**config.mk**
```make
export PLATFORM = sky130hd
export DESIGN_NAME = axioma_adc_scan_flat
export DESIGN_NICKNAME = d
export VERILOG_FILES = /design/src/rtl/axioma_adc_scan_if.sv /design/src/rtl/axioma_adc_scan.sv /design/src/flat_wrapper.sv
export SDC_FILE = /design/constraint.sdc
export NUM_CORES = 1
export LEC_CHECK = 0
export CORE_MARGIN = 2
export CORE_UTILIZATION = 50
export DETAILED_ROUTE_END_ITERATION = 10
export DONT_BUFFER_PORTS = 1
export PLACE_DENSITY = 0.68
export SLEW_MARGIN = 40
export SYNTH_ARGS = -nofsm -noshare
export SYNTH_HDL_FRONTEND = slang
export SYNTH_SLANG_ARGS = --single-unit
```
**constraint.sdc**
```tcl
create_clock -name clk -period 3.7 [get_ports clk]
set_input_delay 0.555 -clock clk [delete_from_list [all_inputs] [get_ports clk]]
set_output_delay 0.555 -clock clk [all_outputs]
set_load 0.02 [all_outputs]
```
**src/rtl/axioma_adc_scan_if.sv**
```systemverilog
// ADC I/O register port between the scan sequencer (master) and the core I/O arbiter/ADC (slave).
interface axioma_adc_scan_if;
  logic       bus_req;
  logic       bus_gnt;
  logic [5:0] adc_io_addr;
  logic [7:0] adc_io_wdata;
  logic [7:0] adc_io_rdata;
  logic       adc_io_read;
  logic       adc_io_write;

  modport master (
    output bus_req, adc_io_addr, adc_io_wdata, adc_io_read, adc_io_write,
    input  bus_gnt, adc_io_rdata
  );

  modport slave (
    input  bus_req, adc_io_addr, adc_io_wdata, adc_io_read, adc_io_write,
    output bus_gnt, adc_io_rdata
  );
endinterface

```
**src/rtl/axioma_adc_scan.sv**
```systemverilog
// Autonomous multi-channel ADC scan sequencer storing right-adjusted 10-bit results per channel.
// Optional ADC_SCAN_AVG_EN: four conversions per channel, stored value is the sum divided by 4.
module axioma_adc_scan #(
  parameter int         NUM_CH  = 8,
  parameter logic [2:0] ADPS    = 3'd7,
  parameter logic [1:0] REFS    = 2'd1,
  parameter int         TIMEOUT = 1023
) (
  input  logic        clk,
  input  logic        reset,
  input  logic [7:0]  cfg_ch_mask,
  input  logic        cfg_continuous,
  input  logic        start,
  input  logic        abort,
  axioma_adc_scan_if.master bus,
  input  logic [2:0]  res_rd_ch,
  output logic [9:0]  res_rd_data,
  output logic [7:0]  res_valid,
  output logic        busy,
  output logic        scan_done,
  output logic        timeout_err,
  output logic [2:0]  cur_ch
);

  localparam logic [5:0] ADDR_ADCL   = 6'h24;
  localparam logic [5:0] ADDR_ADCH   = 6'h25;
  localparam logic [5:0] ADDR_ADCSRA = 6'h26;
  localparam logic [5:0] ADDR_ADMUX  = 6'h27;
  localparam int         PCW         = $clog2(TIMEOUT + 1);
  localparam logic [PCW-1:0] TIMEOUT_C = PCW'(TIMEOUT);
  localparam logic [7:0] VALID_BITS  = 8'((9'd1 << NUM_CH) - 9'd1);

  typedef enum logic [3:0] {
    S_IDLE, S_REQ, S_ENABLE, S_SEL, S_START, S_POLL,
    S_RDL, S_RDH, S_CLR, S_NEXT, S_DONE, S_DISABLE
  } state_t;

  // Returns {found, index} of the lowest set bit of m at or above position lo.
  function automatic logic [3:0] find_ch(input logic [7:0] m, input int lo);
    logic [3:0] r;
    r = 4'd0;
    for (int i = 7; i >= 0; i--) begin
      if (m[i] && (i >= lo)) r = {1'b1, 3'(i)};
    end
    return r;
  endfunction

  state_t         state_r, state_next;
  state_t         fsm_next_s;
  logic [7:0]     mask_r;
  logic [2:0]     cur_ch_r;
  logic [PCW-1:0] poll_cnt_r;
  logic [7:0]     low_r;
  logic [9:0]     result_r [8];
  logic [7:0]     res_valid_r;
  logic           timeout_err_r;
`ifdef ADC_SCAN_AVG_EN
  logic [1:0]     pass_r;
  logic [11:0]    acc_r;
  logic [11:0]    sum_s;
`endif

  logic [7:0] mask_in_s;
  logic [3:0] first_s, next_s, lowest_s;
  logic       start_ok_s;
  logic [9:0] sample_s;

  assign mask_in_s  = cfg_ch_mask & VALID_BITS;
  assign first_s    = find_ch(mask_in_s, 0);
  assign next_s     = find_ch(mask_r, int'(cur_ch_r) + 1);
  assign lowest_s   = find_ch(mask_r, 0);
  assign start_ok_s = (state_r == S_IDLE) && start && !abort && first_s[3];
  assign sample_s   = {bus.adc_io_rdata[1:0], low_r};
`ifdef ADC_SCAN_AVG_EN
  assign sum_s      = acc_r + {2'b00, sample_s};
`endif

  // Next-state and ADC port strobes; access states only act while granted.
  always_comb begin
    fsm_next_s       = state_r;
    bus.bus_req      = 1'b1;
    bus.adc_io_addr  = 6'h00;
    bus.adc_io_wdata = 8'h00;
    bus.adc_io_read  = 1'b0;
    bus.adc_io_write = 1'b0;
    case (state_r)
      S_IDLE: begin
        bus.bus_req = 1'b0;
        if (start_ok_s) fsm_next_s = S_REQ;
        else            fsm_next_s = S_IDLE;
      end
      S_REQ: begin
        if (bus.bus_gnt) fsm_next_s = S_ENABLE;
        else             fsm_next_s = S_REQ;
      end
      S_ENABLE, S_CLR: begin
        if (bus.bus_gnt) begin
          bus.adc_io_write = 1'b1;
          bus.adc_io_addr  = ADDR_ADCSRA;
          bus.adc_io_wdata = {5'b10010, ADPS};
`ifdef ADC_SCAN_AVG_EN
          if (state_r == S_ENABLE)  fsm_next_s = S_SEL;
          else if (pass_r == 2'd3) fsm_next_s = S_NEXT;
          else                      fsm_next_s = S_SEL;
`else
          if (state_r == S_ENABLE) fsm_next_s = S_SEL;
          else                     fsm_next_s = S_NEXT;
`endif
        end else begin
          fsm_next_s = state_r;
        end
      end
      S_SEL: begin
        if (bus.bus_gnt) begin
          bus.adc_io_write = 1'b1;
          bus.adc_io_addr  = ADDR_ADMUX;
          bus.adc_io_wdata = {REFS, 3'b000, cur_ch_r};
          fsm_next_s       = S_START;
        end else begin
          fsm_next_s = S_SEL;
        end
      end
      S_START: begin
        if (bus.bus_gnt) begin
          bus.adc_io_write = 1'b1;
          bus.adc_io_addr  = ADDR_ADCSRA;
          bus.adc_io_wdata = {5'b11000, ADPS};
          fsm_next_s       = S_POLL;
        end else begin
          fsm_next_s = S_START;
        end
      end
      S_POLL: begin
        if (bus.bus_gnt) begin
          bus.adc_io_read = 1'b1;
          bus.adc_io_addr = ADDR_ADCSRA;
          if (bus.adc_io_rdata[4])         fsm_next_s = S_RDL;
          else if (poll_cnt_r == TIMEOUT_C) fsm_next_s = S_NEXT;
          else                              fsm_next_s = S_POLL;
        end else begin
          fsm_next_s = S_POLL;
        end
      end
      S_RDL, S_RDH: begin
        if (bus.bus_gnt) begin
          bus.adc_io_read = 1'b1;
          if (state_r == S_RDL) begin
            bus.adc_io_addr = ADDR_ADCL;
            fsm_next_s      = S_RDH;
          end else begin
            bus.adc_io_addr = ADDR_ADCH;
            fsm_next_s      = S_CLR;
          end
        end else begin
          fsm_next_s = state_r;
        end
      end
      S_NEXT: begin
        if (next_s[3]) fsm_next_s = S_SEL;
        else           fsm_next_s = S_DONE;
      end
      S_DONE: begin
        if (cfg_continuous) fsm_next_s = S_SEL;
        else                fsm_next_s = S_IDLE;
      end
      S_DISABLE: begin
        if (bus.bus_gnt) begin
          bus.adc_io_write = 1'b1;
          bus.adc_io_addr  = ADDR_ADCSRA;
          bus.adc_io_wdata = 8'h00;
          fsm_next_s       = S_IDLE;
        end else begin
          fsm_next_s = S_DISABLE;
        end
      end
      default: begin
        bus.bus_req = 1'b0;
        fsm_next_s  = S_IDLE;
      end
    endcase
    // abort outranks every transition, including a same-cycle start
    if (abort && (state_r != S_IDLE)) state_next = S_DISABLE;
    else                              state_next = fsm_next_s;
  end

  // State register and scan datapath.
  always_ff @(posedge clk or posedge reset) begin
    if (reset) begin
      state_r       <= S_IDLE;
      mask_r        <= 8'h00;
      cur_ch_r      <= 3'd0;
      poll_cnt_r    <= '0;
      low_r         <= 8'h00;
      res_valid_r   <= 8'h00;
      timeout_err_r <= 1'b0;
      for (int i = 0; i < 8; i++) result_r[i] <= 10'd0;
`ifdef ADC_SCAN_AVG_EN
      pass_r        <= 2'd0;
      acc_r         <= 12'd0;
`endif
    end else begin
      state_r <= state_next;
      if (start_ok_s) begin
        mask_r        <= mask_in_s;
        cur_ch_r      <= first_s[2:0];
        res_valid_r   <= 8'h00;
        timeout_err_r <= 1'b0;
`ifdef ADC_SCAN_AVG_EN
        pass_r        <= 2'd0;
        acc_r         <= 12'd0;
`endif
      end else if (bus.bus_gnt && (state_r == S_START)) begin
        poll_cnt_r <= '0;
      end else if (bus.bus_gnt && (state_r == S_POLL) && !bus.adc_io_rdata[4]) begin
        if (poll_cnt_r == TIMEOUT_C) timeout_err_r <= 1'b1;
        else                         poll_cnt_r    <= poll_cnt_r + PCW'(1);
      end else if (bus.bus_gnt && (state_r == S_RDL)) begin
        low_r <= bus.adc_io_rdata;
      end else if (bus.bus_gnt && (state_r == S_RDH)) begin
`ifdef ADC_SCAN_AVG_EN
        if (pass_r == 2'd3) begin
          result_r[cur_ch_r]    <= sum_s[11:2];
          res_valid_r[cur_ch_r] <= 1'b1;
        end else begin
          acc_r <= sum_s;
        end
`else
        result_r[cur_ch_r]    <= sample_s;
        res_valid_r[cur_ch_r] <= 1'b1;
`endif
      end else if (bus.bus_gnt && (state_r == S_CLR)) begin
`ifdef ADC_SCAN_AVG_EN
        pass_r <= pass_r + 2'd1;
`else
        low_r  <= low_r;
`endif
      end else if (state_r == S_NEXT) begin
        if (next_s[3]) cur_ch_r <= next_s[2:0];
        else           cur_ch_r <= cur_ch_r;
`ifdef ADC_SCAN_AVG_EN
        pass_r <= 2'd0;
        acc_r  <= 12'd0;
`endif
      end else if ((state_r == S_DONE) && cfg_continuous) begin
        cur_ch_r <= lowest_s[2:0];
      end else begin
        cur_ch_r <= cur_ch_r;
      end
    end
  end

  assign res_rd_data = result_r[res_rd_ch];
  assign res_valid   = res_valid_r;
  assign busy        = (state_r != S_IDLE);
  assign scan_done   = (state_r == S_DONE);
  assign timeout_err = timeout_err_r;
  assign cur_ch      = cur_ch_r;

endmodule
```
**src/flat_wrapper.sv**
```systemverilog
// flat-port wrapper written by rule: the top's interface ports become plain ports
module axioma_adc_scan_flat 
#(
  parameter int         NUM_CH  = 8,
  parameter logic [2:0] ADPS    = 3'd7,
  parameter logic [1:0] REFS    = 2'd1,
  parameter int         TIMEOUT = 1023
)
  (clk, reset, cfg_ch_mask, cfg_continuous, start, abort, res_rd_ch, res_rd_data, res_valid, busy, scan_done, timeout_err, cur_ch, bus_bus_req, bus_adc_io_addr, bus_adc_io_wdata, bus_adc_io_read, bus_adc_io_write, bus_bus_gnt, bus_adc_io_rdata);
  axioma_adc_scan_if bus_i ();
  input  logic clk;
  input  logic reset;
  input  logic [7:0] cfg_ch_mask;
  input  logic cfg_continuous;
  input  logic start;
  input  logic abort;
  input  logic [2:0] res_rd_ch;
  output logic [9:0] res_rd_data;
  output logic [7:0] res_valid;
  output logic busy;
  output logic scan_done;
  output logic timeout_err;
  output logic [2:0] cur_ch;
  output wire logic [$bits(bus_i.bus_req)-1:0] bus_bus_req;
  output wire logic [$bits(bus_i.adc_io_addr)-1:0] bus_adc_io_addr;
  output wire logic [$bits(bus_i.adc_io_wdata)-1:0] bus_adc_io_wdata;
  output wire logic [$bits(bus_i.adc_io_read)-1:0] bus_adc_io_read;
  output wire logic [$bits(bus_i.adc_io_write)-1:0] bus_adc_io_write;
  input wire logic [$bits(bus_i.bus_gnt)-1:0] bus_bus_gnt;
  input wire logic [$bits(bus_i.adc_io_rdata)-1:0] bus_adc_io_rdata;
  assign bus_bus_req = bus_i.bus_req;
  assign bus_adc_io_addr = bus_i.adc_io_addr;
  assign bus_adc_io_wdata = bus_i.adc_io_wdata;
  assign bus_adc_io_read = bus_i.adc_io_read;
  assign bus_adc_io_write = bus_i.adc_io_write;
  assign bus_i.bus_gnt = bus_bus_gnt;
  assign bus_i.adc_io_rdata = bus_adc_io_rdata;
  axioma_adc_scan #(.NUM_CH(NUM_CH), .ADPS(ADPS), .REFS(REFS), .TIMEOUT(TIMEOUT)) u_core (.clk(clk), .reset(reset), .cfg_ch_mask(cfg_ch_mask), .cfg_continuous(cfg_continuous), .start(start), .abort(abort), .bus(bus_i), .res_rd_ch(res_rd_ch), .res_rd_data(res_rd_data), .res_valid(res_valid), .busy(busy), .scan_done(scan_done), .timeout_err(timeout_err), .cur_ch(cur_ch));
endmodule
```
==> results.json, run 1 <==
{
  "status": "finished clean",
  "max_slew_margin": 0.438,
  "p_total_uw": 4350,
  "seq_area_sq_um": 3050,
  "start_kind": "flop",
  "crit_type": "reg2out",
  "hold_slack_ps": 242,
  "synth_top_family_by_area": "multiplexers",
  "reg2reg_from": "u_core.state_r[0]",
  "worstHoldPathCells": 1,
  "dieArea_sq_um": 13900,
  "reg2reg_depth": 4,
  "cp-end-kind": "primary output",
  "grt_max_degree": 76,
  "power_density_nw_per_um2": 601,
  "port_buffers": 0,
  "finalWorstSetupSlack_ps": 656,
  "drtIter0Drc": 207,
  "wl_per_cell_um": 19.4,
  "r2r-end": "u_core.result_r[16]",
  "cts_max_path_buffers": 2,
  "gp_congestion": 0.883,
  "vias": 4188,
  "finalCritPeriodShare": 0.823,
  "combinationalPowerShare": 0.197,
  "avgSynthCellArea_sq_um": 12.1,
  "cts.sinks": 122,
  "synthAdderAreaFrac": 0.0116,
  "drt_wl_total_mm": 14.0,
  "yosysTopAreaCell": "dfrtp_1",
  "skew_ps": 6.92,
  "rows": 41,
  "netlist_area_sq_um": 6480,
  "dp_hpwl_mm": 9.06,
  "holdPathEnd": "u_core.state_r[2]",
  "synth_most_common_cell": "dfrtp_1",
  "reg2reg_slack_ps": 950,
  "fillers": 1047,
  "worstHoldPathType": "in2reg",
  "synth_edf_count": 0,
  "max_freq_ghz": 0.329,
  "dp_slack_ps": 933,
  "synthArstFlopShare": 1.00,
  "crit_fanout": 22,
  "fin_crit_ps": 3040,
  "layout-drive-gt1-share": 0.322,
  "grt_pass1_wl_mm": 23.3,
  "netSwitchingPower_uw": 1360,
  "multi_input_area_sq_um": 3200,
  "syn_to_final_growth_pct": 11.7,
  "crit_top_cell": "nor2_1",
  "worstPathArrival_ps": 2490,
  "rsz0062_at_grt": "no",
  "gr-total-overflow": 0,
  "crit_chain": "clkinv_1 > nor2_1 > a21oi_1 > nor2_1 > o21a_1",
  "die_x_um": 118,
  "synthXorXnorAreaFrac": 0.0122,
  "clock-root-buffer": "clkbuf_16",
  "h-tree-depth": 4,
  "start_util": 0.513,
  "ys_top_cells_by_area": "dfrtp_1 (47%), mux2_2 (12%), mux4_2 (7.0%)",
  "ys.flop_type": "dfrtp_1",
  "max_stage_delay_ps": 830,
  "grt_pass1_vias": 4373,
  "via_per_inst": 5.82,
  "min_from": "abort",
  "switching_share": 0.313,
  "tritoncts": "built",
  "track_usage": 0.214,
  "timing_hold_violations_final": 0,
  "power_frac_seq": 0.408,
  "ys_ff_latch": 122,
  "critPathSlowestCell": "dfrtp_1",
  "power_frac_clock": 0.395,
  "worst_pin_slew_ps": 844,
  "fp.dieH_um": 118,
  "dp_cells": 686,
  "p_leak_uw": 0.00338,
  "intPower_uw": 2990,
  "synth_top_area_frac": 0.471,
  "ys_types": 66,
  "synth_mux_area_frac": 0.256,
  "max-cap-violations": 0,
  "synth-simple-area-share": 0.121,
  "antenna_found_initial": 1,
  "finalSetupViolations": 0,
  "synth_common_cells": "dfrtp_1 (122), mux2_2 (68), nand2_1 (46)",
  "ir_drop_mv": 0.349,
  "io_pins": 66,
  "antenna_left": 0,
  "nNetsFinal": 566,
  "syn_inst": 536,
  "core_sq_um": 12600,
  "synth_compound_area_frac": 0.0898,
  "cts_setup_buffers": 0,
  "slew_viol_final": 0,
  "yosys_warnings": 0,
  "clk_latency_ps": 410,
  "drc": 0,
  "required_ps": 3140,
  "seq_area_frac_synth": 0.471,
  "path_clk_slew_ps": 50,
  "numCtsBuffers": 17,
  "first_pass_iters": 6,
  "tns_ps": 0,
  "fin_cells": 720
}
## cell type report
cell class,count,area share
multi-input cells,368,0.442
well taps,172,0.0297
clock buffers,24,0.0652
inverters,15,0.00830
repair buffers,11,0.0135
clock inverters,7,0.0194
diodes,1,0.000346
flip-flops and latches,122,0.422
## through the flow
step / util / instance area [sq um]
6_report: 0.573 / 7240
5_1_grt: 0.573 / 7230
4_1_cts: 0.573 / 7230
3_5_place_dp: 0.523 / 6600
3_3_place_gp: 0.523 / 6600
2_1_floorplan: - / 6490
## how the worst max path moves through the flow
stage                      start  depth (start not counted)  slack [ps]                   to
2_1_floorplan       res_rd_ch[0]                          4        1160       res_rd_data[3]
4_1_cts        u_core.state_r[1]                          5         660  bus_adc_io_wdata[2]
5_1_grt        u_core.state_r[1]                          5         440  bus_adc_io_wdata[0]
6_report       u_core.state_r[1]                          5         660  bus_adc_io_wdata[2]
3_5_place_dp    u_core.cur_ch[1]                          8         930     u_core.cur_ch[0]
3_3_place_gp    u_core.cur_ch[1]                          8         990     u_core.cur_ch[0]
## power groups by stage
| stage | Clock (uW) | Sequential (uW) | Combinational (uW) |
|---|---|---|---|
| final | 1720 | 1780 | 858 |
| after global placement | 0 | 1790 | 834 |
| after CTS | 1740 | 1780 | 857 |
| after detailed placement | 0 | 1800 | 848 |
| after global routing | 1820 | 1810 | 956 |
| after floorplan | 0 | 1670 | 804 |
## cells in the final DEF, fill, tap and decap left out, drive strengths merged, types with 6 or more instances in the layout
cell | synthesis | routed
buf | 19 | 10
nand2 | 50 | 50
ha | 6 | 6
a211oi | 6 | 6
mux4 | 20 | 20
clkbuf | 15 | 24
inv | 14 | 13
dfrtp | 122 | 122
a21oi | 22 | 22
o21ai | 20 | 20
nor4 | 6 | 6
mux2 | 98 | 98
a21o | 7 | 7
nand3 | 13 | 13
xnor2 | 9 | 9
o31ai | 6 | 6
nor3 | 17 | 17
nor2 | 33 | 33
## sequential cells by signal (all words and copies together) (netlist names)
signal              count
u_core.result_r        80
u_core.poll_cnt_r      10
u_core.cur_ch           3
u_core.timeout_err      1
u_core.low_r            8
u_core.state_r          4
u_core.mask_r           8
u_core.res_valid        8
## per-layer routing
metal	vias to the layer above	GRT usage	wire length, um
met2	101	0.344	6770
met3	9	0.0654	729
met5	-	0	0
met4	0	0.0633	137
met1	2140	0.282	6320
li1	1938	-	-
## worst max-delay path, delay by kind of cell, from the launching register on
kind | cells | cell delay (ps)
DFF | 1 | 830
and+or+nand+nor | 2 | 440
AOI/OAI and AO/OA | 2 | 350
buffers and inverters | 1 | 460
## kinds of logic after synthesis
family	Yosys count
mux	118
buf+inv	49
xor+xnor	9
simple gates	144
fa+ha+maj	6
other cells	1
flops	122
compound gates	87
## repair_timing
item	CTS	global route
resized for setup	0	0
endpoints found under the hold margin	10	0
hold buffers	1	0
No activity file was read; power rests on OpenSTA's default activity.
==> inputs of run 2 (changes only) <==
--- a/config.mk
+++ b/config.mk
@@ -9,7 +9,6 @@
 export CORE_UTILIZATION = 50
 export DETAILED_ROUTE_END_ITERATION = 10
 export DONT_BUFFER_PORTS = 1
-export PLACE_DENSITY = 0.68
 export SLEW_MARGIN = 40
 export SYNTH_ARGS = -nofsm -noshare
 export SYNTH_HDL_FRONTEND = slang
==> constraint.sdc (replaced) <==
create_clock -name clk -period 3.2 [get_ports clk]
set_input_delay 0.48 -clock clk [delete_from_list [all_inputs] [get_ports clk]]
set_output_delay 0.48 -clock clk [all_outputs]
set_load 0.02 [all_outputs]
==> results.json, run 2 (same netlist as run 1, synthesis figures left out) <==
{
  "path_clk_slew_ps": 50,
  "syn_to_final_growth_pct": 12.0,
  "cts.sinks": 122,
  "reg_top3": "u_core.result_r (80), u_core.poll_cnt_r (10)",
  "ir_drop_mv": 0.376,
  "p_leak_uw": 0.00341,
  "worst_pin_slew_ps": 758,
  "worstHoldPathType": "in2async",
  "dieArea_sq_um": 13900,
  "dp_cells": 695,
  "layout_common_cells": "dfrtp_1 (122), mux2_2 (68), nand2_1 (46)",
  "rows": 41,
  "dp_hpwl_mm": 9.18,
  "gp_congestion": 0.865,
  "vias": 4167,
  "cp-end-kind": "primary output",
  "layout_commonest_cell": "dfrtp_1",
  "cts_resized": 0,
  "fp.dieH_um": 118,
  "clk_latency_ps": 420,
  "via_per_inst": 5.73,
  "layout-drive-gt1-share": 0.333,
  "dp_slack_ps": 603,
  "crit_top_cell": "nor2_1",
  "status": "finished clean",
  "power_density_nw_per_um2": 687,
  "grtUsageMet1": 0.283,
  "cts_max_path_buffers": 2,
  "wl_per_cell_um": 19.2,
  "h-tree-depth": 4,
  "crit_fanout": 22,
  "rsz0062_at_grt": "no",
  "met2_usage": 0.337,
  "crit_chain": "clkinv_1 > nor2_1 > a21oi_1 > nor2_1 > o21a_1",
  "start_util": 0.513,
  "r2r-end": "u_core.result_r[45]",
  "busiest_layer": "met2",
  "nNetsFinal": 573,
  "diodes": 0,
  "track_usage": 0.213,
  "clock-root-buffer": "clkbuf_16",
  "grt_pass1_wl_mm": 23.1,
  "max-cap-violations": 0,
  "finalWorstSetupSlack_ps": 220,
  "cts_setup_buffers": 0,
  "use_met3": 0.0557,
  "core_sq_um": 12600,
  "required_ps": 2720,
  "cts.hold.buffers_added": 0,
  "max_stage_delay_ps": 830,
  "port_buffers": 0,
  "skew_ps": 12.8,
  "drt_wl_total_mm": 14.0,
  "antenna_left": 0,
  "drc": 0,
  "tns_ps": 0,
  "antenna_found_initial": 0,
  "utilization": 0.575,
  "reg2reg_depth": 5,
  "start_kind": "flop",
  "gr-total-overflow": 0,
  "crit_type": "reg2out",
  "worstPathArrival_ps": 2500,
  "max_slew_margin": 0.495,
  "drtIter0Drc": 288,
  "die_x_um": 118,
  "first_pass_iters": 4,
  "io_pins": 66,
  "slew_viol_final": 0,
  "reg2reg_slack_ps": 600,
  "max_freq_ghz": 0.336,
  "finalSetupViolations": 0,
  "reg2reg_from": "u_core.state_r[1]",
  "fin_cells": 727,
  "hold_slack_ps": 27.4,
  "numCtsBuffers": 17,
  "finalCritPeriodShare": 0.931,
  "grt_pass1_vias": 4297,
  "max_flop_register": "u_core.result_r",
  "tritoncts": "built",
  "timing_hold_violations_final": 0,
  "grt_max_degree": 48,
  "critPathSlowestCell": "dfrtp_1",
  "fin_crit_ps": 2980,
  "largest_reg_flops": 80
}
## run 2: how the worst max path moves through the flow
stage / start / to / slack (ps) / cells after the start
detailed placement: u_core.state_r[1] / u_core.result_r[3] / 600 / 4
floorplan: res_rd_ch[0] / res_rd_data[3] / 810 / 4
global placement: cfg_ch_mask[4] / u_core.result_r[22] / 630 / 6
CTS: u_core.state_r[1] / bus_adc_io_wdata[0] / 240 / 5
global route: u_core.state_r[1] / bus_adc_io_wdata[0] / 100 / 5
finish: u_core.state_r[1] / bus_adc_io_wdata[2] / 220 / 5
## run 2: report_power, final
part	total, uW	switching (uW)	internal, uW
sequential	2010	310	1700
combinational	1070	632	443
clock	1900	669	1230
total	4980	1610	3370
## run 2: through the flow
| step | cell area [sq um] | power (uW) |
|---|---|---|
| 2_1_floorplan | 6490 | 2860 |
| 4_1_cts | 7260 | 5020 |
| 3_3_place_gp | 6670 | 3080 |
| 3_5_place_dp | 6670 | 3110 |
| 6_report | 7260 | 4980 |
| 5_1_grt | 7260 | 5250 |
## run 2: area by class of cell
cell class | count | area (sq um)
flip-flops and latches | 122 | 3050
clock buffers | 26 | 499
repair buffers | 18 | 148
multi-input cells | 368 | 3200
clock inverters | 6 | 86.3
inverters | 15 | 60.1
well taps | 172 | 215
fillers | 1066 | 5360
## run 2: routing by layer
layer	vias up	wire length (um)
met5	-	0
li1	1941	-
met3	13	550
met2	77	6720
met1	2136	6520
met4	0	166
## run 2: worst max-delay path, delay by kind of cell, from the launching register on
family	cells	cell delay, ps
DFF	1	830
AOI/OAI and AO/OA	2	360
and+or+nand+nor	2	410
buffers and inverters	1	470
==> patch, RTL diff (flow settings as in run 1) <==
`TIMEOUT` is set to 1023 in 2 places; all go to 4092.
--- a/src/rtl/axioma_adc_scan.sv
+++ b/src/rtl/axioma_adc_scan.sv
@@ -4,7 +4,7 @@
   parameter int         NUM_CH  = 8,
   parameter logic [2:0] ADPS    = 3'd7,
   parameter logic [1:0] REFS    = 2'd1,
-  parameter int         TIMEOUT = 1023
+  parameter int         TIMEOUT = 4092
 ) (
   input  logic        clk,
   input  logic        reset,
--- a/src/flat_wrapper.sv
+++ b/src/flat_wrapper.sv
@@ -4,7 +4,7 @@
   parameter int         NUM_CH  = 8,
   parameter logic [2:0] ADPS    = 3'd7,
   parameter logic [1:0] REFS    = 2'd1,
-  parameter int         TIMEOUT = 1023
+  parameter int         TIMEOUT = 4092
 )
   (clk, reset, cfg_ch_mask, cfg_continuous, start, abort, res_rd_ch, res_rd_data, res_valid, busy, scan_done, timeout_err, cur_ch, bus_bus_req, bus_adc_io_addr, bus_adc_io_wdata, bus_adc_io_read, bus_adc_io_write, bus_bus_gnt, bus_adc_io_rdata);
   axioma_adc_scan_if bus_i ();
Function: no difference found for any inputs over 4 cycles, from zero or initial values and one cycle with reset high; that may be too few to reach the edited logic, so the function may still have changed.
==> patch against run 1 <==
Design area unchanged; count of clock-buffer cells in the layout decreased by 1; sequential cell count rose by 2; final cell count up 4.7%; first-iteration DRC count is 15% higher; total power decreased by 0.14%; utilization unchanged; wire length is 2.8% higher; synthesized area shrank 0.37%; non-clock buffer count up 4; sequential share of layout area up 0.69 points; worst setup slack better by 0.21 ns; critical endpoint is now u_core.cur_ch[0]$_DFFE_PP0P_; largest cell class unchanged; highest routed layer unchanged.
==> patch: results (changes against run 1) <==
DRT Wirelength 14300 microns (+2.8%); CTS root buf clkbuf_16; share of cells above drive strength 1 30.1% (-2.1 points); Hold WC Path Type in2async; Reg clk slew, reported paths 0.05 ns (about the same); DP HPWL 9380 microns (+3.5%); nets@finish 603 (+6.5%); initial antenna violation count 0 (-1); Synth cell types 49 (-26%); worst-skew pair later-pin latency 0.41 ns (about the same); GP Congestion 0.890 (+0.76%); Via density 5.86 (+0.73%); Synth area leaders dfrtp_1 48%, mux2_2 17%, mux4_2 7.0%; synth cell count leaders 124 x dfrtp_1, 98 x mux2_2, 43 x nand2_1, 43 x nor2_1, 33 x a21oi_1; clock buffer depth 2 (unchanged); I/O Buffers 0 (unchanged); Filler cells 1054 (+0.67%); GR Util All Layers 21.8% (+0.38 points); 1st-iter DRT viols 238 (+15%); Post-Place Cells 724 (+5.5%); Antenna Cells 0 (-1); largest net degree at the start of global routing 125 (+64%); sequential area share after synthesis 48.1% (+0.95 points); Largest regs u_core.result_r (80), u_core.poll_cnt_r (12); Cells after Synth 569 (+6.2%); Leakage 0.00334 uW (-0.95%); global-route wire length before repair 23700 microns (+1.9%); ys async rst share 100% (unchanged); post-CTS sizing 0 (unchanged); cells on worst reg2reg path 8 (+4); DRT Pass-1 Iters 7 (+1); Peak VDD IR 0.353 mV (+1.0%); status complete, no violations; worst-path fanout max 14 (-36%); pre-CTS setup slack 0.909 ns (-0.0244 ns); WP data arrival 3.12 ns (+0.63 ns); Top FF cell, synth dfrtp_1; skew final 0.00628 ns (-0.000642 ns); Slew headroom 45.5% (+1.8 points); vias 4418 (+5.5%); vias in the first global route 4517 (+3.3%); Setup Buffers After CTS 0 (unchanged); CTS buffer count 17 (unchanged); CTS H-Tree Depth 4 (unchanged); synth warn 0 (unchanged)
## patch: cell count changes in the layout (fill, tap and decap cells not counted), sizes merged, moves of 6 or more
cell    change
inv         +6
a21oi      +11
nand2b     +10
nand2       -7
nand3       -8
nor2       +11
## patch: per-stage QoR
stage / area [sq um] / hold slack (ns)
2_1_floorplan: 6470 / 0.474
3_3_place_gp: 6660 / 0.482
3_5_place_dp: 6670 / 0.491
4_1_cts: 7240 / 0.192
5_1_grt: 7240 / 0.200
6_report: 7240 / 0.201
## patch: logic make-up after synthesis
family | after synthesis | share of synthesized area (%)
XOR/XNOR | 9 | 1.22
flip-flops | 124 | 48.1
AO/OA/AOI/OAI | 99 | 9.61
other | 1 | 0.0581
multiplexers | 118 | 24.1
AND/OR/NAND/NOR | 156 | 11.9
adder cells (fa/ha/maj) | 7 | 1.36
buffers and inverters | 55 | 3.70
## patch: cell type report
type / instances / area, sq um / area share [%]
clock buffer: 23 / 478 / 6.61
timing repair buffer: 15 / 125 / 1.73
multi-input combinational: 393 / 3150 / 43.5
sequential: 124 / 3100 / 42.9
tap: 172 / 215 / 2.97
clock inverter: 7 / 90.1 / 1.25
inverter: 20 / 78.8 / 1.09
## patch: power breakdown
group	switching [uW]	internal (uW)	leakage (uW)	total [uW]
combinational	570	392	0.00139	962
sequential	290	1500	0.00168	1790
clock	563	1030	0.000275	1600
total	1420	2920	0.00334	4350
## patch: path summary, 6_finish.rpt
check	slack [ns]	startpoint	end
setup / recovery	0.87	u_core.cur_ch[1]$_DFFE_PP0P_	u_core.cur_ch[0]$_DFFE_PP0P_
hold / removal	0.20	reset	u_core.result_r[29]$_DFFE_PP0P_
setup reg to reg	0.87	u_core.cur_ch[1]$_DFFE_PP0P_	u_core.cur_ch[0]$_DFFE_PP0P_
hold reg to reg	0.50	u_core.result_r[49]$_DFFE_PP0P_	u_core.result_r[49]$_DFFE_PP0P_
max in group asynchronous	2.98	reset	u_core.result_r[75]$_DFFE_PP0P_
min in group clk	0.21	abort	u_core.state_r[2]$_DFFE_PP0P_
## patch: worst max-delay path, stage by stage (launching register included)
cell and delay [ns]:
dfrtp_1 0.75, inv_1 0.26, ha_1 0.25, nand2b_1 0.18, o21a_1 0.22, o41ai_2 0.54, a32o_2 0.33, nand2_1 0.07
o41a_1 0.11
## patch: layer usage
metal  GRT usage [%]  up-vias  share of wire [%]  wire [microns]
met5               0        -                  0               0
met4            7.15        0                1.9             272
met3            5.96       21                4.2             599
met2            36.1       98                 51            7320
met1            27.9     2259                 43            6150
li1                -     2040                  -               -
